--- src/rtl/board_tx_sequencer_if.sv ---
// Byte-wide handshake between the board packetizer and the UART transmitter.
// The sequencer side (master) presents a byte with a one-cycle valid pulse;
// the UART side (slave) reports that it is shifting and pulses done per byte.
interface board_tx_sequencer_if;
    logic       tx_dv;
    logic [7:0] tx_byte;
    logic       tx_active;
    logic       tx_done;

    modport master (
        output tx_dv,
        output tx_byte,
        input  tx_active,
        input  tx_done
    );

    modport slave (
        input  tx_dv,
        input  tx_byte,
        output tx_active,
        output tx_done
    );
endinterface

--- src/rtl/board_tx_sequencer.sv ---
// Board snapshot packetizer for the UART link.
// A packet is HEADER, ceil(BOARD_BITS/8) data bytes (LSB byte first, zero
// padded at the top) and the XOR of all preceding bytes. One byte is issued
// per UART done handshake; a per-byte watchdog abandons a stalled packet.
module board_tx_sequencer #(
    parameter int         BOARD_BITS     = 188,
    parameter logic [7:0] HEADER         = 8'hA5,
    parameter int         TIMEOUT_CYCLES = 4096
) (
    input  logic                  clk,
    input  logic                  rst_n,
    input  logic                  enable,
    input  logic                  frame_strobe,
    input  logic [BOARD_BITS-1:0] board,
    board_tx_sequencer_if.master  tx,
    output logic                  busy,
    output logic [7:0]            drop_count,
    output logic                  timeout_err
);

    localparam int NUM_DATA = (BOARD_BITS + 7) / 8;
    localparam int LAST_IDX = NUM_DATA + 1;
    localparam int IDX_W    = $clog2(LAST_IDX + 1);
    localparam int WD_W     = $clog2(TIMEOUT_CYCLES);
    localparam int PAD_W    = 8 * NUM_DATA;

    localparam logic [IDX_W-1:0] IDX_LAST = IDX_W'(LAST_IDX);
    localparam logic [WD_W-1:0]  WD_LAST  = WD_W'(TIMEOUT_CYCLES - 1);

    typedef enum logic [1:0] {IDLE, ARM, ISSUE, WAIT_DONE} state_t;

    state_t                state, state_nxt;
    logic [IDX_W-1:0]      idx, idx_nxt;
    logic [7:0]            chk, chk_nxt;
    logic [WD_W-1:0]       wd, wd_nxt;
    logic [BOARD_BITS-1:0] shadow, shadow_nxt;
    logic                  dv_q, dv_nxt;
    logic [7:0]            byte_q, byte_nxt;
    logic                  busy_nxt;
    logic [7:0]            drop_nxt;
    logic                  terr_nxt;
    logic [7:0]            cur_byte;

    function automatic logic [7:0] sat_inc(input logic [7:0] v);
        return (v == 8'hFF) ? v : v + 8'd1;
    endfunction

    // Data byte i (1-based) of the snapshot; bits above BOARD_BITS read as zero.
    function automatic logic [7:0] data_byte(input logic [BOARD_BITS-1:0] s,
                                             input logic [IDX_W-1:0]      i);
        logic [PAD_W-1:0] padded;
        padded                   = '0;
        padded[BOARD_BITS-1:0]   = s;
        return padded[8*(int'(i)-1) +: 8];
    endfunction

    assign tx.tx_dv   = dv_q;
    assign tx.tx_byte = byte_q;

    // Next-state, byte selection and output decisions for the packet sequencer.
    always_comb begin
        state_nxt  = state;
        idx_nxt    = idx;
        chk_nxt    = chk;
        wd_nxt     = wd;
        shadow_nxt = shadow;
        dv_nxt     = 1'b0;
        byte_nxt   = byte_q;
        busy_nxt   = busy;
        drop_nxt   = drop_count;
        terr_nxt   = timeout_err;
        cur_byte   = HEADER;

        if (idx == IDX_LAST) begin
            cur_byte = chk;
        end else if (idx != '0) begin
            cur_byte = data_byte(shadow, idx);
        end

        // busy is high for every non-IDLE cycle, including the one whose
        // edge retires the last byte, so such a strobe is a drop.
        if (frame_strobe && busy) begin
            drop_nxt = sat_inc(drop_count);
        end

        case (state)
            IDLE: begin
                if (frame_strobe && enable) begin
                    shadow_nxt = board;
                    chk_nxt    = 8'h00;
                    idx_nxt    = '0;
                    busy_nxt   = 1'b1;
                    state_nxt  = ARM;
                end
            end
            ARM: begin
                if (!tx.tx_active) begin
                    state_nxt = ISSUE;
                end
            end
            ISSUE: begin
                dv_nxt    = 1'b1;
                byte_nxt  = cur_byte;
                chk_nxt   = chk ^ cur_byte;
                wd_nxt    = '0;
                state_nxt = WAIT_DONE;
            end
            WAIT_DONE: begin
                if (tx.tx_done) begin
                    if (idx == IDX_LAST) begin
                        busy_nxt  = 1'b0;
                        state_nxt = IDLE;
                    end else begin
                        idx_nxt   = idx + IDX_W'(1);
                        state_nxt = ISSUE;
                    end
                end else if (wd == WD_LAST) begin
                    terr_nxt  = 1'b1;
                    busy_nxt  = 1'b0;
                    state_nxt = IDLE;
                end else begin
                    wd_nxt = wd + WD_W'(1);
                end
            end
            default: begin
                state_nxt = IDLE;
            end
        endcase
    end

    // State and registered outputs; reset aborts any packet in flight.
    always_ff @(posedge clk or negedge rst_n) begin
        if (!rst_n) begin
            state       <= IDLE;
            idx         <= '0;
            chk         <= 8'h00;
            wd          <= '0;
            shadow      <= '0;
            dv_q        <= 1'b0;
            byte_q      <= 8'h00;
            busy        <= 1'b0;
            drop_count  <= 8'h00;
            timeout_err <= 1'b0;
        end else begin
            state       <= state_nxt;
            idx         <= idx_nxt;
            chk         <= chk_nxt;
            wd          <= wd_nxt;
            shadow      <= shadow_nxt;
            dv_q        <= dv_nxt;
            byte_q      <= byte_nxt;
            busy        <= busy_nxt;
            drop_count  <= drop_nxt;
            timeout_err <= terr_nxt;
        end
    end

endmodule

--- src/flat_wrapper.sv ---
// flat-port wrapper written by rule: the top's interface ports become plain ports
module board_tx_sequencer_flat 
#(
    parameter int         BOARD_BITS     = 188,
    parameter logic [7:0] HEADER         = 8'hA5,
    parameter int         TIMEOUT_CYCLES = 4096
)
  (clk, rst_n, enable, frame_strobe, board, busy, drop_count, timeout_err, tx_tx_dv, tx_tx_byte, tx_tx_active, tx_tx_done);
  board_tx_sequencer_if tx_i ();
  input  logic clk;
  input  logic rst_n;
  input  logic enable;
  input  logic frame_strobe;
  input  logic [BOARD_BITS-1:0] board;
  output logic busy;
  output logic [7:0] drop_count;
  output logic timeout_err;
  output wire logic [$bits(tx_i.tx_dv)-1:0] tx_tx_dv;
  output wire logic [$bits(tx_i.tx_byte)-1:0] tx_tx_byte;
  input wire logic [$bits(tx_i.tx_active)-1:0] tx_tx_active;
  input wire logic [$bits(tx_i.tx_done)-1:0] tx_tx_done;
  assign tx_tx_dv = tx_i.tx_dv;
  assign tx_tx_byte = tx_i.tx_byte;
  assign tx_i.tx_active = tx_tx_active;
  assign tx_i.tx_done = tx_tx_done;
  board_tx_sequencer #(.BOARD_BITS(BOARD_BITS), .HEADER(HEADER), .TIMEOUT_CYCLES(TIMEOUT_CYCLES)) u_core (.clk(clk), .rst_n(rst_n), .enable(enable), .frame_strobe(frame_strobe), .board(board), .tx(tx_i), .busy(busy), .drop_count(drop_count), .timeout_err(timeout_err));
endmodule
--- config.mk ---
export PLATFORM = sky130hd
export DESIGN_NAME = board_tx_sequencer_flat
export DESIGN_NICKNAME = d
export VERILOG_FILES = /design/src/rtl/board_tx_sequencer_if.sv /design/src/rtl/board_tx_sequencer.sv /design/src/flat_wrapper.sv
export SDC_FILE = /design/constraint.sdc
export NUM_CORES = 1
export LEC_CHECK = 0
export CORE_MARGIN = 3
export CORE_UTILIZATION = 45
export DETAILED_ROUTE_END_ITERATION = 12
export PLACE_DENSITY = 0.71
export SETUP_SLACK_MARGIN = 0.2
export SYNTH_ARGS = -nofsm -noshare
export SYNTH_HDL_FRONTEND = slang
export SYNTH_SLANG_ARGS = --single-unit
export TNS_END_PERCENT = 30
--- constraint.sdc ---
create_clock -name clk -period 6.66 [get_ports clk]
set_input_delay 1.332 -clock clk [delete_from_list [all_inputs] [get_ports clk]]
set_output_delay 1.332 -clock clk [all_outputs]
set_load 0.02 [all_outputs]
Word level (Yosys, flattened, before mapping) --
Index checks and enable logic that the tools add are counted.
Cells by class: $add $sub $neg 4, equal/unequal tests 14, shifts and indexed selects 1, muxes and demuxes 23, bitwise operators 3, reductions and logical operators 15
Operators by type and width (count):
- variable part select 192 x 32 -> 8 bit | 1
- two-way mux 12 bit | 2
- two-way mux 8 bit | 3
- one-hot mux 12 bit (2 select lines) | 1
- one-hot mux 8 bit (2 select lines) | 1
- two-way mux 5 bit | 3
- adder 12 x 1 -> 12 bit (second input constant) | 1
- equality test 12 bit (second input constant) | 1
- two-way mux 2 bit | 5
- != test 2 bit (second input constant) | 5
- one-hot mux 5 bit (2 select lines) | 1
- AND reduction 3 bit | 3
- adder 8 x 1 -> 8 bit (second input constant) | 1
- equality test 8 bit (second input constant) | 1
- one-hot mux 2 bit (4 select lines) | 1
- AND reduction 4 bit | 2
- bitwise XOR 8 bit | 1
- != test 3 x 2 -> 1 bit (second input constant) | 2
- AND reduction 2 bit | 3
- nonzero test 2 bit | 3
- subtractor 5 x 1 -> 6 bit (second input constant) | 1
- adder 5 x 1 -> 5 bit (second input constant) | 1
- equality test 5 bit (second input constant) | 1
- two-way mux 1 bit | 5
- other kinds (8) | 11
Storage, ports and cells: register bits after elaboration 234, output and inout bits 19, word-level logic and storage cells 70

Longest topological paths before layout --
depth in word-level cells 6, gate-level depth with buffers 14, depth with buffers taken out 8

Worst setup path before layout --
Ideal clock, no wire load.
kind reg-to-reg, from reg u_core.idx[0], to reg u_core.byte_q[5] (netlist: u_core.tx.tx_byte[5]), setup time 0.125 ns, data arrival time 2.956 ns, data required time 6.535 ns, setup slack 3.579 ns, stages on the path, launching flop included 13, period minus slack after synthesis 3.081 ns, path through dfrtp_1 -> buf_6 -> buf_6 -> buf_6 -> clkinv_1 -> ha_1 -> xor2_2 -> buf_6 -> mux4_1 -> a22o_1 -> o221ai_2 -> a21oi_1 -> mux2_2
Between the ends: cells in the longest elaborated chain, start to end 4
RTL lines:
- start, declared | line board_tx_sequencer.sv:33 | logic [IDX_W-1:0] idx, idx_nxt;
- start signal, assigned | line board_tx_sequencer.sv:146 | idx <= idx_nxt;
- subtractor 5 x 1 -> 6 bit | line board_tx_sequencer.sv:54 | return padded[8*(int'(i)-1) +: 8];
- variable part select 192 x 32 -> 8 bit | line board_tx_sequencer.sv:54
- two-way mux 8 bit | line board_tx_sequencer.sv:76 | end else if (idx != '0) begin
- two-way mux 8 bit * | line board_tx_sequencer.sv:74 | if (idx == IDX_LAST) begin
- end signal, assigned | line board_tx_sequencer.sv:151 | byte_q <= byte_nxt;
- end, declared | line board_tx_sequencer.sv:38 | logic [7:0] byte_q, byte_nxt;
Every way passes the cells marked *; elsewhere a longest branch is shown, timed or not. A chain may end at the register's enable or synchronous reset.

Final worst setup path --
from reg u_core.idx[0], to reg u_core.chk[4]
Between the ends: cells in the longest elaborated chain, start to end 6
RTL lines:
- subtractor 5 x 1 -> 6 bit | line board_tx_sequencer.sv:54
- variable part select 192 x 32 -> 8 bit | line board_tx_sequencer.sv:54
- two-way mux 8 bit | line board_tx_sequencer.sv:76
- two-way mux 8 bit * | line board_tx_sequencer.sv:74
- bitwise XOR 8 bit * | line board_tx_sequencer.sv:104 | chk_nxt = chk ^ cur_byte;
- one-hot mux 8 bit (2 select lines) * | line board_tx_sequencer.sv:86 | case (state)
- end signal, assigned | line board_tx_sequencer.sv:147 | chk <= chk_nxt;
- end, declared | line board_tx_sequencer.sv:34 | logic [7:0] chk, chk_nxt;
Marked as above.

==> flow_summary.json <==
{
  "status": "completed",
  "numCtsBuffers": 24,
  "place_ws_ns": 2.334,
  "grt_first_pass_wirelength_um": 48590,
  "dp_hpwl_um": 21940,
  "cts_tree": "built",
  "die_h_um": 163.7,
  "worstPathCellList": "clkinv_1, ha_1, xor2_4, buf_4, mux2i_1, a221oi_1, a2111o_1, a21o_1, a31o_1",
  "cap_violations": 0,
  "timing.final.hold_violations": 0,
  "yosys.cell_types.count": 58,
  "clock-root-buffer": "clkbuf_16",
  "wl_met3_um": 1754,
  "post-route-cell-area_um2": 14270,
  "fmax_mhz": 231.8,
  "min_path_type": "flop to flop",
  "clk_path_buf_depth": 3,
  "overflow": 0,
  "setup_ws_ns": 2.346,
  "dr.pass1.iters": 5,
  "clock_latency_ns": 0.51,
  "gp_congestion": 0.8440,
  "period_needed_ns": 4.314,
  "syn-cell-area_um2": 11190,
  "synth_area_leaders": "dfrtp_1, nand2_1, mux4_2, mux4_1, clkbuf_1",
  "relSlewSlack": 0.2745,
  "drive_above_1_share": 0.07219,
  "ys_warn_count": 0,
  "path_clk_slew_ns": 0.06,
  "ff2ff_setup_slack_ns": 2.35,
  "rsz0062_at_grt": "no",
  "crit_path_start_kind": "flop",
  "ys_seq_area_frac": 0.5233,
  "portBuffers": 212,
  "antenna_found_initial": 0,
  "synth_async_sr_flop_share": 1.000,
  "max_stage_delay_ns": 0.95,
  "initial_core_util": 0.4588,
  "power.leakage_nw": 6.975,
  "finalClockSkew_ns": 0.008922,
  "power_density_nw_per_um2": 347.8,
  "vias": 9016,
  "area_growth_syn_to_layout_pct": 27.50,
  "seq_area_um2": 5859,
  "ir_drop_v": 0.0002061,
  "viasPerCell": 5.233,
  "finalWirelength_um": 30390,
  "die_w_um": 163.7,
  "synth_top_area_frac": 0.5233,
  "wl_met2_um": 15060,
  "rows": 57,
  "layout_commonest_cell": "nand2_1",
  "avgSynthCellArea_um2": 9.263,
  "drc_errors": 0,
  "hold_buffers": 0,
  "critPathKind": "flop to flop",
  "placed_area_um2": 13450,
  "period_share": 0.6478,
  "grtUsageTotal": 0.2284,
  "final_nets": 1581,
  "routed.top_layer": "met4",
  "cts.sinks": 234,
  "tightest_slew_ns": 1.088,
  "synth.net_count": 1408,
  "core-area_um2": 24390,
  "wl_met1_um": 13040,
  "fillers": 2133,
  "crit_arrival_ns": 4.71,
  "slowest_stage": "dfrtp_4",
  "end_kind": "flop",
  "worstPathRequired_ns": 7.06,
  "totalNegativeSetupSlack_ns": 0,
  "drtAntennaViolNets": 0,
  "io_pins": 213,
  "ys.flop_type": "dfrtp_1",
  "ys_seq_elements": 234,
  "postCtsSetupRepairBufs": 0,
  "synth-edff-count": 0,
  "grt_pass1_vias": 9047,
  "critPathMaxFanout": 54,
  "dieArea_um2": 26790,
  "grt_max_degree": 108,
  "drt_iter0_drc": 751,
  "synthCells": 1208,
  "htree_levels": 1,
  "diodes": 0,
  "cts_resized": 0,
  "wl_per_cell_um": 17.64,
  "yosysTopAreaCell": "dfrtp_1",
  "setup_violations": 0,
  "slew_viol_final": 0,
  "layout_common_cells": "nand2_1, dfrtp_1, clkdlybuf4s50_1",
  "multiInputGateArea_um2": 4957
}
## cells by family after synthesis
logic type               synth area share
buffers and inverters             0.03578
AND/OR/NAND/NOR                    0.2523
flip-flops                         0.5233
XOR/XNOR                          0.01867
multiplexers                       0.1101
AO/OA/AOI/OAI                     0.05312
adder cells (fa/ha/maj)          0.006709
## critical path, delay by kind of cell (launching register included)
family | cells | cell delay (ns)
buf+inv | 2 | 0.93
flops | 1 | 0.95
compound gates | 4 | 0.98
xor+xnor | 1 | 0.60
fa+ha+maj | 1 | 0.46
mux | 1 | 0.24
## registers in the layout, summed over array words and instances (netlist names)
name	count
u_core.shadow	188
u_core.state	2
u_core.tx.tx_dv	1
u_core.tx.tx_byte	8
u_core.timeout_err	1
u_core.busy	1
u_core.chk	8
u_core.idx	5
u_core.drop_count	8
u_core.wd	12
## per-layer routing
layer / up-vias / GRT usage
met4: 0 / 0.04383
met5: - / 0
li1: 4314 / -
met2: 298 / 0.3826
met3: 40 / 0.03178
met1: 4364 / 0.3223
## synthesized netlist by cell type (all sizes together), types with 4 or more instances
cell type / number
o21ai: 15
buf: 21
mux2i: 17
a211oi: 7
ha: 6
o221ai: 4
xor2: 10
nand4: 6
and3: 4
dfrtp: 234
mux2: 11
nor4: 6
nor3b: 4
a22o: 4
clkbuf: 51
a21o: 5
nand3: 20
nor3: 7
mux4: 40
nor2: 36
o211ai: 4
inv: 9
a21oi: 18
nand2: 613
a31oi: 6
xnor2: 13
## power by group
group | internal (mW) | switching [mW]
registers | 1.62 | 0.255
clock network | 0.832 | 0.547
logic | 0.838 | 0.871
total | 3.29 | 1.67
## layout make-up
cell class / count / area share
Multi-Input combinational cell: 892 / 0.3475
Timing Repair Buffer: 219 / 0.1537
Clock buffer: 38 / 0.05148
Inverter: 10 / 0.002631
Sequential cell: 234 / 0.4107
Clock inverter: 6 / 0.005613
Tap cell: 324 / 0.02842
## worst paths after layout
path	startpoint	cells past startpoint	endpoint
setup reg to reg	u_core.idx[0]	9	u_core.chk[4]
hold / removal	u_core.shadow[111]	2	u_core.shadow[111]
max in group asynchronous	rst_n	2	u_core.shadow[158]
min in group asynchronous	rst_n	1	u_core.drop_count[0]
hold reg to reg	u_core.shadow[111]	2	u_core.shadow[111]
setup / recovery	u_core.idx[0]	9	u_core.chk[4]
## stage by stage
stage	utilization	cells	hold slack [ns]	total power, mW
CTS	0.5849	1723	0.4744	4.972
global placement	0.5515	1679	0.4530	3.525
floorplan	-	1208	0.4373	3.110
finish	0.5849	1723	0.4722	4.961
global route	0.5849	1723	0.4946	5.232
detailed placement	0.5515	1679	0.4602	3.587
(Power assumes the default switching activity.)
